===== src/rtl/ipv4_fib_table_ctrl.sv =====
// ipv4_fib_table_ctrl: bus-mapped staging registers and a small request/ack
// sequencer for one IPv4 FIB table row (OIF, next hop, mask, network).
//
// state | meaning
// IDLE  | no table operation in flight; staging registers writable
// REQ   | issue a single-cycle table read or write request at INDEX
// WAIT  | waiting for the matching table ack, or for the timeout
module ipv4_fib_table_ctrl #(
  parameter int IPV4_FIB_LUT_ROW_BITS = 5,
  parameter int TIMEOUT_CYCLES        = 16
) (
  input  logic                             Bus2IP_Clk,
  input  logic                             reset,
  input  logic                             Bus2IP_CS,
  input  logic                             Bus2IP_RNW,
  input  logic [2:0]                       Bus2IP_Addr,
  input  logic [31:0]                      Bus2IP_Data,
  output logic [31:0]                      IP2Bus_Data,
  output logic                             IP2Bus_RdAck,
  output logic                             IP2Bus_WrAck,
  output logic                             IP2Bus_Error,
  output logic                             o_tbl_rd_req,
  output logic                             o_tbl_wr_req,
  input  logic                             i_tbl_rd_ack,
  input  logic                             i_tbl_wr_ack,
  output logic [IPV4_FIB_LUT_ROW_BITS-1:0] o_tbl_rd_addr,
  output logic [IPV4_FIB_LUT_ROW_BITS-1:0] o_tbl_wr_addr,
  input  logic [7:0]                       i_tbl_rd_oif,
  input  logic [31:0]                      i_tbl_rd_nh,
  input  logic [31:0]                      i_tbl_rd_mask,
  input  logic [31:0]                      i_tbl_rd_net,
  output logic [31:0]                      o_tbl_wr_oif,
  output logic [31:0]                      o_tbl_wr_nh,
  output logic [31:0]                      o_tbl_wr_mask,
  output logic [31:0]                      o_tbl_wr_net
);

  localparam int RB     = IPV4_FIB_LUT_ROW_BITS;
  localparam int WAIT_W = $clog2(TIMEOUT_CYCLES + 1);

  typedef enum logic [1:0] {ST_IDLE, ST_REQ, ST_WAIT} state_t;

  state_t            state_q, state_d;
  logic              op_rd_q;
  logic [7:0]        oif_q;
  logic [31:0]       nh_q, mask_q, net_q;
  logic [RB-1:0]     index_q;
  logic              busy_q, done_q, tmo_q;
  logic [15:0]       tcnt_q;
  logic [WAIT_W-1:0] wait_cnt_q;

  // Access captured when CS is sampled; its write takes effect at the end
  // of the ack cycle so the command starts exactly in that cycle.
  logic [2:0]        acc_addr_q;
  logic [31:0]       acc_data_q;
  logic              acc_commit_q;

  logic              acc_start;
  logic              wr_err;
  logic [31:0]       rd_mux;
  logic              cmd_go;
  logic              ack_match;
  logic              done_evt;
  logic              tmo_evt;

  // CS is ignored while an ack is on the bus so every access acks once.
  assign acc_start = Bus2IP_CS && !IP2Bus_RdAck && !IP2Bus_WrAck;
  assign cmd_go    = acc_commit_q && (acc_addr_q == 3'd5);
  assign ack_match = op_rd_q ? i_tbl_rd_ack : i_tbl_wr_ack;

  assign o_tbl_rd_addr = index_q;
  assign o_tbl_wr_addr = index_q;
  assign o_tbl_wr_oif  = {24'b0, oif_q};
  assign o_tbl_wr_nh   = nh_q;
  assign o_tbl_wr_mask = mask_q;
  assign o_tbl_wr_net  = net_q;

  // Write error decode for the access being sampled now.
  always_comb begin
    wr_err = 1'b0;
    case (Bus2IP_Addr)
      3'd5:    wr_err = busy_q || (Bus2IP_Data[1:0] == 2'b00) || (Bus2IP_Data[1:0] == 2'b11);
      3'd6,
      3'd7:    wr_err = 1'b1;
      default: wr_err = busy_q;
    endcase
  end

  // Read data mux over the register map.
  always_comb begin
    rd_mux = 32'b0;
    case (Bus2IP_Addr)
      3'd0:    rd_mux = {24'b0, oif_q};
      3'd1:    rd_mux = nh_q;
      3'd2:    rd_mux = mask_q;
      3'd3:    rd_mux = net_q;
      3'd4:    rd_mux = {{(32-RB){1'b0}}, index_q};
      3'd6:    rd_mux = {29'b0, tmo_q, done_q, busy_q};
      3'd7:    rd_mux = {16'b0, tcnt_q};
      default: rd_mux = 32'b0;
    endcase
  end

  // Bus handshake: one-cycle ack/error pulse and capture of the access.
  always_ff @(posedge Bus2IP_Clk) begin
    if (reset) begin
      IP2Bus_RdAck <= 1'b0;
      IP2Bus_WrAck <= 1'b0;
      IP2Bus_Error <= 1'b0;
      IP2Bus_Data  <= 32'b0;
      acc_commit_q <= 1'b0;
      acc_addr_q   <= 3'b0;
      acc_data_q   <= 32'b0;
    end else begin
      IP2Bus_RdAck <= acc_start && Bus2IP_RNW;
      IP2Bus_WrAck <= acc_start && !Bus2IP_RNW;
      IP2Bus_Error <= acc_start && !Bus2IP_RNW && wr_err;
      IP2Bus_Data  <= (acc_start && Bus2IP_RNW) ? rd_mux : 32'b0;
      acc_commit_q <= acc_start && !Bus2IP_RNW && !wr_err;
      acc_addr_q   <= Bus2IP_Addr;
      acc_data_q   <= Bus2IP_Data;
    end
  end

  // FSM state register.
  always_ff @(posedge Bus2IP_Clk) begin
    if (reset) state_q <= ST_IDLE;
    else       state_q <= state_d;
  end

  // FSM next state, request pulses and completion events.
  always_comb begin
    state_d      = state_q;
    o_tbl_rd_req = 1'b0;
    o_tbl_wr_req = 1'b0;
    done_evt     = 1'b0;
    tmo_evt      = 1'b0;
    case (state_q)
      ST_IDLE: begin
        if (cmd_go) state_d = ST_REQ;
      end
      ST_REQ: begin
        o_tbl_rd_req = op_rd_q;
        o_tbl_wr_req = !op_rd_q;
        state_d      = ST_WAIT;
      end
      ST_WAIT: begin
        if (ack_match) begin
          done_evt = 1'b1;
          state_d  = ST_IDLE;
        end else if (wait_cnt_q == WAIT_W'(TIMEOUT_CYCLES - 1)) begin
          tmo_evt = 1'b1;
          state_d = ST_IDLE;
        end
      end
      default: state_d = ST_IDLE;
    endcase
  end

  // Staging registers, status, wait counter and read-data capture.
  always_ff @(posedge Bus2IP_Clk) begin
    if (reset) begin
      op_rd_q    <= 1'b0;
      oif_q      <= 8'b0;
      nh_q       <= 32'b0;
      mask_q     <= 32'b0;
      net_q      <= 32'b0;
      index_q    <= '0;
      busy_q     <= 1'b0;
      done_q     <= 1'b0;
      tmo_q      <= 1'b0;
      tcnt_q     <= 16'b0;
      wait_cnt_q <= '0;
    end else begin
      if (state_q == ST_IDLE && cmd_go) begin
        op_rd_q <= acc_data_q[1];
        busy_q  <= 1'b1;
        done_q  <= 1'b0;
        tmo_q   <= 1'b0;
      end
      if (acc_commit_q) begin
        case (acc_addr_q)
          3'd0:    oif_q   <= acc_data_q[7:0];
          3'd1:    nh_q    <= acc_data_q;
          3'd2:    mask_q  <= acc_data_q;
          3'd3:    net_q   <= acc_data_q;
          3'd4:    index_q <= acc_data_q[RB-1:0];
          default: ;
        endcase
      end
      if (state_q == ST_REQ)
        wait_cnt_q <= '0;
      else if (state_q == ST_WAIT && !ack_match)
        wait_cnt_q <= wait_cnt_q + WAIT_W'(1);
      if (done_evt) begin
        busy_q <= 1'b0;
        done_q <= 1'b1;
        if (op_rd_q) begin
          oif_q  <= i_tbl_rd_oif;
          nh_q   <= i_tbl_rd_nh;
          mask_q <= i_tbl_rd_mask;
          net_q  <= i_tbl_rd_net;
        end
      end
      if (tmo_evt) begin
        busy_q <= 1'b0;
        tmo_q  <= 1'b1;
        if (tcnt_q != 16'hFFFF) tcnt_q <= tcnt_q + 16'd1;
      end
    end
  end

endmodule


===== config.mk =====
export PLATFORM = sky130hd
export DESIGN_NAME = ipv4_fib_table_ctrl
export DESIGN_NICKNAME = d
export VERILOG_FILES = /design/src/rtl/ipv4_fib_table_ctrl.sv
export SDC_FILE = /design/constraint.sdc
export NUM_CORES = 1
export LEC_CHECK = 0
export BUFFER_PORTS_ARGS = -buffer_cell sky130_fd_sc_hd__buf_2
export CORE_MARGIN = 4
export CORE_UTILIZATION = 50
export CTS_CLUSTER_SIZE = 16
export DETAILED_ROUTE_END_ITERATION = 7
export GPL_ROUTABILITY_DRIVEN = 0
export PLACE_DENSITY_LB_ADDON = 0.05
export SLEW_MARGIN = 25
export SYNTH_ARGS = -nofsm -noshare
export SYNTH_HDL_FRONTEND = slang
export SYNTH_SLANG_ARGS = --single-unit

===== constraint.sdc =====
create_clock -name Bus2IP_Clk -period 2.78 [get_ports Bus2IP_Clk]
set_input_delay 0.278 -clock Bus2IP_Clk [delete_from_list [all_inputs] [get_ports Bus2IP_Clk]]
set_output_delay 0.278 -clock Bus2IP_Clk [all_outputs]
set_load 0.05 [all_outputs]

==> results.md, run 1 <==
* Status: completed
* Post-synth ARST share at 0%
* Port buffer count at 295
* DIE AREA at 0.02046 mm^2
* Distinct cell type count after synthesis at 58
* Slew Limit Headroom at 48.49%
* CP Launch Type: flip-flop
* Max clock buf depth at 3
* First-pass GRT wire length at 41.48 mm
* Final instance area at 0.01173 mm^2
* Pleak at 0.005192 uW
* Fin Setup TNS at 0 ns
* Tcrit/Tclk final at 81.31%
* Fraction of layout cells with a size suffix above 1 at 32.36%
* Tot Pwr at 6351 uW
* Wire length per cell at 18.61 um
* Avg Inst Size Synth at 9.754 um^2
* Clock latency on the worst-skew pair at 0.50 ns
* Cts repair resizes at 0
* Clk_skew at 0.01166 ns
* Placed cell areas at 0.01076 mm^2
* Register area at 0.004144 mm^2
* Post-route ant nets at 0
* Core box area at 0.01796 mm^2
* Synth warn at 0
* PD cells at 541.6 mW/mm^2
* Cts bufs inserted at 22
* Initial Utilization at 50.77%
* DRC viols at 0
* Area of the multi-input gates at 0.004538 mm^2
* Vias in the first global route at 7653
* Mapped Cells at 935
* Unrepaired setup endpoints after global routing: no
* Final setup vio count at 0
* Ys flop type: dfxtp_1
* GRT overflow at 0
* Die height at 143.1 um
* Die Wd at 143.1 um
* Worst slew pin tran at 0.7727 ns
* Largest net degree at the start of global routing at 63
* # diodes at 0
* GRT Total Usage at 25.26%
* Register area share after synthesis at 45.44%
* Core Rows at 49
* Post-CTS Setup Repair Bufs at 0
* Layout area overhead at 28.58%
* Fin crit period at 2.260 ns
* Nets@finish at 1373
* Max Slew Vio Count at 0
* Root Buffer: clkbuf_16
* Drt first pass iters at 4
* CP Class: reg2reg
* Hold Path Class: in2reg
* Post-synth EDFFs at 0
* Clk sinks at 207
* CTS clk-pin slew, worst paths at 0.06 ns
* Max-capacitance violation count at 0
* Final wirelength at 27.33 mm
* Required time of the critical path at 3.20 ns
* VDD IR max at 0.0005968 V
* Htree depth at 1
* Final Hold Viols at 0
* Vias/cell at 5.408
* Flops & latches, synth at 207
* Worst setup EP type: flip-flop
* Max FO, Critical Path at 8
* Worst EP arrival at 2.68 ns
* Fillers at 1525
* Mapped cell area at 0.009120 mm^2
* Initial DRC Count at 366
* Dpl hpwl at 19.44 mm
* CTS tree: done
* Max Clk Rate at 442.4 MHz
* IO Count at 320
* Initial antenna violation count at 2
* DR vias at 7939
-- routing by layer --
metal  share of wire, %  wire [um]  GRT usage [%]
met3                8.2       2247          6.530
met5              0.077         21              0
met4                2.5        685          7.004
met2                 47      12710          41.35
met1                 43      11670          33.20
-- cell usage after synthesis, drive strengths merged (6+ instances only) --
| cell type | count | share of area, % |
|---|---|---|
| clkbuf | 48 | 2.0 |
| nor2 | 155 | 6.4 |
| nand2 | 11 | 0.48 |
| inv | 7 | 0.29 |
| dfxtp | 207 | 45 |
| nand4 | 9 | 0.75 |
| a21oi | 20 | 1.1 |
| o31ai | 8 | 0.66 |
| o2bb2ai | 9 | 0.86 |
| or4 | 7 | 0.58 |
| a211oi | 105 | 8.6 |
| nand2b | 6 | 0.41 |
| buf | 59 | 4.1 |
| mux2i | 126 | 14 |
| mux2 | 20 | 2.5 |
| a22oi | 27 | 2.2 |
| nand3 | 12 | 0.66 |
| nor2b | 40 | 2.8 |
-- cell usage in the layout, fill, tap and decap left out, types with 3 or more instances in the layout --
cell type and n:
a21oi_1 20, buf_4 27, a211oi_1 105, a22oi_1 27
and4_1 4, a21o_1 3, o2bb2ai_1 9, mux4_2 5
mux2_2 20, clkbuf_1 3, dlygate4sd3_1 24, nor2b_1 38
conb_1 24, nor2_1 155, clkinv_2 3, or3_1 3
o31ai_1 8, or4_1 7, buf_2 294, clkbuf_16 23
nand3_1 11, inv_1 7, nand2_1 10, o21ai_0 4
dfxtp_1 207, nand4_1 7, buf_12 4, nand2b_1 6
mux2i_1 125, ha_1 3, clkbuf_8 9, and3_1 3
-- logic make-up after synthesis --
kind of cell / count (synthesis) / synth area share [%]
DFF: 207 / 45.44
xor gates and xnor gates: 4 / 0.3842
AOI/OAI and AO/OA: 188 / 15.30
and+or+nand+nor: 267 / 14.41
muxes: 151 / 17.67
adders and majority gates: 3 / 0.4116
buffers and inverters: 114 / 6.352
other: 1 / 0.04112
-- layout make-up --
cell class,count,share of cell area (%)
timing repair buffer,350,17.10
tap,229,2.443
sequential,207,35.34
clock buffer,35,6.061
multi-input combinational,637,38.70
clock inverter,3,0.1280
inverter,7,0.2241
-- flip-flops by register name, indices dropped and copies added (netlist names), 8 cells and up --
| register | cells |
|---|---|
| o_tbl_wr_nh | 32 |
| IP2Bus_Data | 32 |
| o_tbl_wr_net | 32 |
| o_tbl_wr_mask | 32 |
| acc_data_q | 32 |
| oif_q | 8 |
| tcnt_q | 16 |
-- report_power, final --
part	internal [uW]	leakage, uW	switching (uW)
Sequential	3000	0.00168	36.2
Clock	1740	0.000363	1150
Combinational	164	0.00315	263
Total	4900	0.00519	1450
-- critical path, stage by stage, from the launching register on --
cell     delay, ns
dfxtp_1       0.37
ha_1          0.17
and3_1        0.16
ha_1          0.22
and3b_1       0.32
nand4_2       0.24
or4_1         0.55
a21oi_1       0.14
-- timing repair --
action,4_1_cts,5_1_grt
hold buffers,24,0
endpoints found under the hold margin,24,0
setup endpoints to repair,0,0
-- final timing paths --
path	to	startpoint	depth (start not counted)	slack [ns]
setup reg to reg	tcnt_q[15]	wait_cnt_q[0]	7	0.52
hold / removal	acc_data_q[20]	Bus2IP_Data[20]	2	0.009
hold reg to reg	tmo_q	tmo_q	2	0.46
setup / recovery	tcnt_q[15]	wait_cnt_q[0]	7	0.52
-- through the flow --
step	instances	worst slack, ns	utilization (%)	hold slack [ns]
after global placement	1406	0.6037	59.88	0.4510
after detailed placement	1406	0.5746	59.90	0.4492
after CTS	1468	0.5171	65.28	0.0004884
after global routing	1468	0.3249	65.28	0.005749
final	1468	0.5196	65.28	0.009250
after floorplan	958	0.7788	-	0.4062
Power figures use the tool's default switching activity.
==> inputs of run 2 (changes only) <==
Settings changed: CORE_UTILIZATION 50 to 45.
Clock period 2.78 ns to 2.05 ns, I/O delays scaled along.
==> run 2 against run 1 <==
Fmax is 15% higher. Global-route usage is 0.34 points lower. Critical path depth unchanged. Die area is 10% higher. Sequential cell count is the same. Utilization rose by 0.18 points. Clock skew decreased by 0.0035 ns. Sequential power is 36% higher. Register-to-register slack worse by 0.43 ns. First-iteration DRC count is 24% higher. Worst setup slack lost 0.43 ns.
==> results.md, run 2 (synthesized netlist as in run 1, its figures left out) <==
* Layout area overhead at 41.53%
* GRT overflow at 0 (unchanged)
* DIE AREA at 0.02261 mm^2 (+10%)
* Hold path cells at 3 (+1)
* Final Hold Viols at 0 (unchanged)
* Cts bufs inserted at 24 (+9.1%)
* Fin Setup TNS at 0 ns (unchanged)
* Slew Limit Headroom at 41.12% (-7.4 points)
* Tcrit/Tclk final at 95.64% (+14 points)
* CTS tree: done
* Max Slew Vio Count at 0 (unchanged)
* First-pass GRT wire length at 45.21 mm (+9.0%)
* Drt first pass iters at 4 (unchanged)
* Worst slack at placement at -0.05324 ns (-0.6278 ns)
* Worst reg2reg path depth at 7 (unchanged)
* Final wirelength at 29.38 mm (+7.5%)
* Worst setup path startpoint: wait_cnt_q[0]
* Unrepaired setup endpoints after global routing: yes
* Most common cell after layout, fill and taps aside: buf_2
* Worst R2R End: tcnt_q[9]
* Clk_skew at 0.008157 ns (-0.003504 ns)
* Initial Utilization at 46.25% (-4.5 points)
* Slowest-stage cell, CP: or4_1
* CP Launch Type: flip-flop
* DR vias at 8411 (+5.9%)
* GRT Total Usage at 24.92% (-0.34 points)
* Fillers at 1635 (+7.2%)
* VDD IR max at 0.0005337 V (-11%)
* Worst EP arrival at 2.38 ns (-0.30 ns)
* PD cells at 697.5 mW/mm^2 (+29%)
* R2R Setup Slk at 0.09 ns (-0.43 ns)
* Core box area at 0.01972 mm^2 (+9.8%)
* Critical-path cell list: ha_4 -> and3_1 -> ha_2 -> and3b_2 -> nand4_4 -> or4_1 -> a21oi_1
* Area of the multi-input gates at 0.004571 mm^2 (+0.72%)
* Initial DRC Count at 453 (+24%)
* Most frequent cells in the layout: buf_2, dfxtp_1, nor2_1
* Placed cell areas at 0.01082 mm^2 (+0.58%)
* Crit-path max cell delay at 0.50 ns (-0.05 ns)
* R2R Path Start: wait_cnt_q[0]
* Root Buffer: clkbuf_16
* Core Rows at 51 (+4.1%)
* Post-route ant nets at 0 (unchanged)
* Max clock buf depth at 3 (unchanged)
* Tot Pwr at 9003 uW (+42%)
* Max-capacitance violation count at 0 (unchanged)
* Fraction of layout cells with a size suffix above 1 at 30.56% (-1.8 points)
* Crit path capture: tcnt_q[9]
* Required time of the critical path at 2.47 ns (-0.73 ns)
* Die Wd at 150.4 um (+5.1%)
* Wire length per cell at 18.20 um (-2.2%)
* Fin crit period at 1.961 ns (-0.2998 ns)
* Die height at 150.4 um (+5.1%)
* Register area at 0.004149 mm^2 (+0.12%)
* Final instance area at 0.01291 mm^2 (+10%)
* Vias in the first global route at 8262 (+8.0%)
* Status: completed
* Final setup vio count at 0 (unchanged)
* Util after Layout at 65.46% (+0.18 points)
* Worst slew pin tran at 0.8831 ns (+0.1104 ns)
* CTS clk-pin slew, worst paths at 0.06 ns (about the same)
* Largest net degree at the start of global routing at 168 (+170%)
* Hold Path Class: in2reg
* Max FO, Critical Path at 8 (unchanged)
* Nets@finish at 1478 (+7.6%)
* Setup ws final at 0.08936 ns (-0.4302 ns)
* IO Count at 320 (unchanged)
* Port buffer count at 295 (unchanged)
* Dpl hpwl at 19.13 mm (-1.6%)
* Initial antenna violation count at 1 (-1)
* Htree depth at 1 (unchanged)
* Pleak at 0.005644 uW (+8.7%)
* Worst setup EP type: flip-flop
* Max Clk Rate at 510.0 MHz (+15%)
* DRC viols at 0 (unchanged)
* CP Class: reg2reg
* Vias/cell at 5.211 (-3.6%)
* Clock latency on the worst-skew pair at 0.51 ns (about the same)
* Clk sinks at 207 (unchanged)
==> run 2: per-layer routing <==
| layer | routed length, um | global-route usage [%] | vias to the layer above | share of wire (%) |
|---|---|---|---|---|
| met1 | 12920 | 33.17 | 3898 | 44 |
| met4 | 933 | 7.731 | 0 | 3.2 |
| met3 | 1959 | 4.576 | 66 | 6.7 |
| met5 | 0 | 0 | - | 0 |
| met2 | 13560 | 41.18 | 314 | 46 |
| li1 | - | - | 4133 | - |
==> run 2: report_power, final <==
group	leakage [uW]	switching, uW	internal [uW]
clock	0.000388	1680	2450
combinational	0.00358	394	359
sequential	0.00168	48.7	4070
total	0.00564	2120	6880
==> run 2: area by class of cell <==
class / instances / share of cell area, %
Clock inverter: 7 / 0.3199
Inverter: 7 / 0.2036
Clock buffer: 37 / 5.661
Multi-Input combinational cell: 637 / 35.41
Sequential cell: 207 / 32.14
Timing Repair Buffer: 453 / 23.67
Antenna cell: 1 / 0.01939
Tap cell: 265 / 2.569
==> run 2: how the worst min path moves through the flow <==
stage / startpoint / endpoint / slack, ns
final: i_tbl_rd_oif[6] / oif_q[6] / 0.02
after global routing: i_tbl_rd_oif[6] / oif_q[6] / 0.02
after CTS: i_tbl_rd_net[14] / o_tbl_wr_net[14] / 0.0008
after detailed placement: Bus2IP_Data[13] / acc_data_q[13] / 0.42
after global placement: Bus2IP_Data[11] / acc_data_q[11] / 0.41
after floorplan: Bus2IP_Data[0] / acc_data_q[0] / 0.33
==> run 2: metrics by stage <==
stage	hold slack (ns)	std cells
after floorplan	0.3332	958
after global placement	0.4119	1442
after detailed placement	0.4166	1442
after CTS	0.0008072	1613
after global routing	0.02292	1614
final	0.01697	1614
==> run 2: timing repair <==
action	CTS	global route
buffers inserted	1	0
hold endpoints to repair	127	0
gates resized for setup	2	10
setup endpoints to repair	6	13
pin swaps	1	4
hold buffers	126	0
==> run 2: critical path, delay by kind of cell, from the launching register on <==
kind,cells,cell delay (ns)
AOI/OAI and AO/OA,1,0.15
DFF,1,0.36
adders and majority gates,2,0.29
and+or+nand+nor,4,1.07
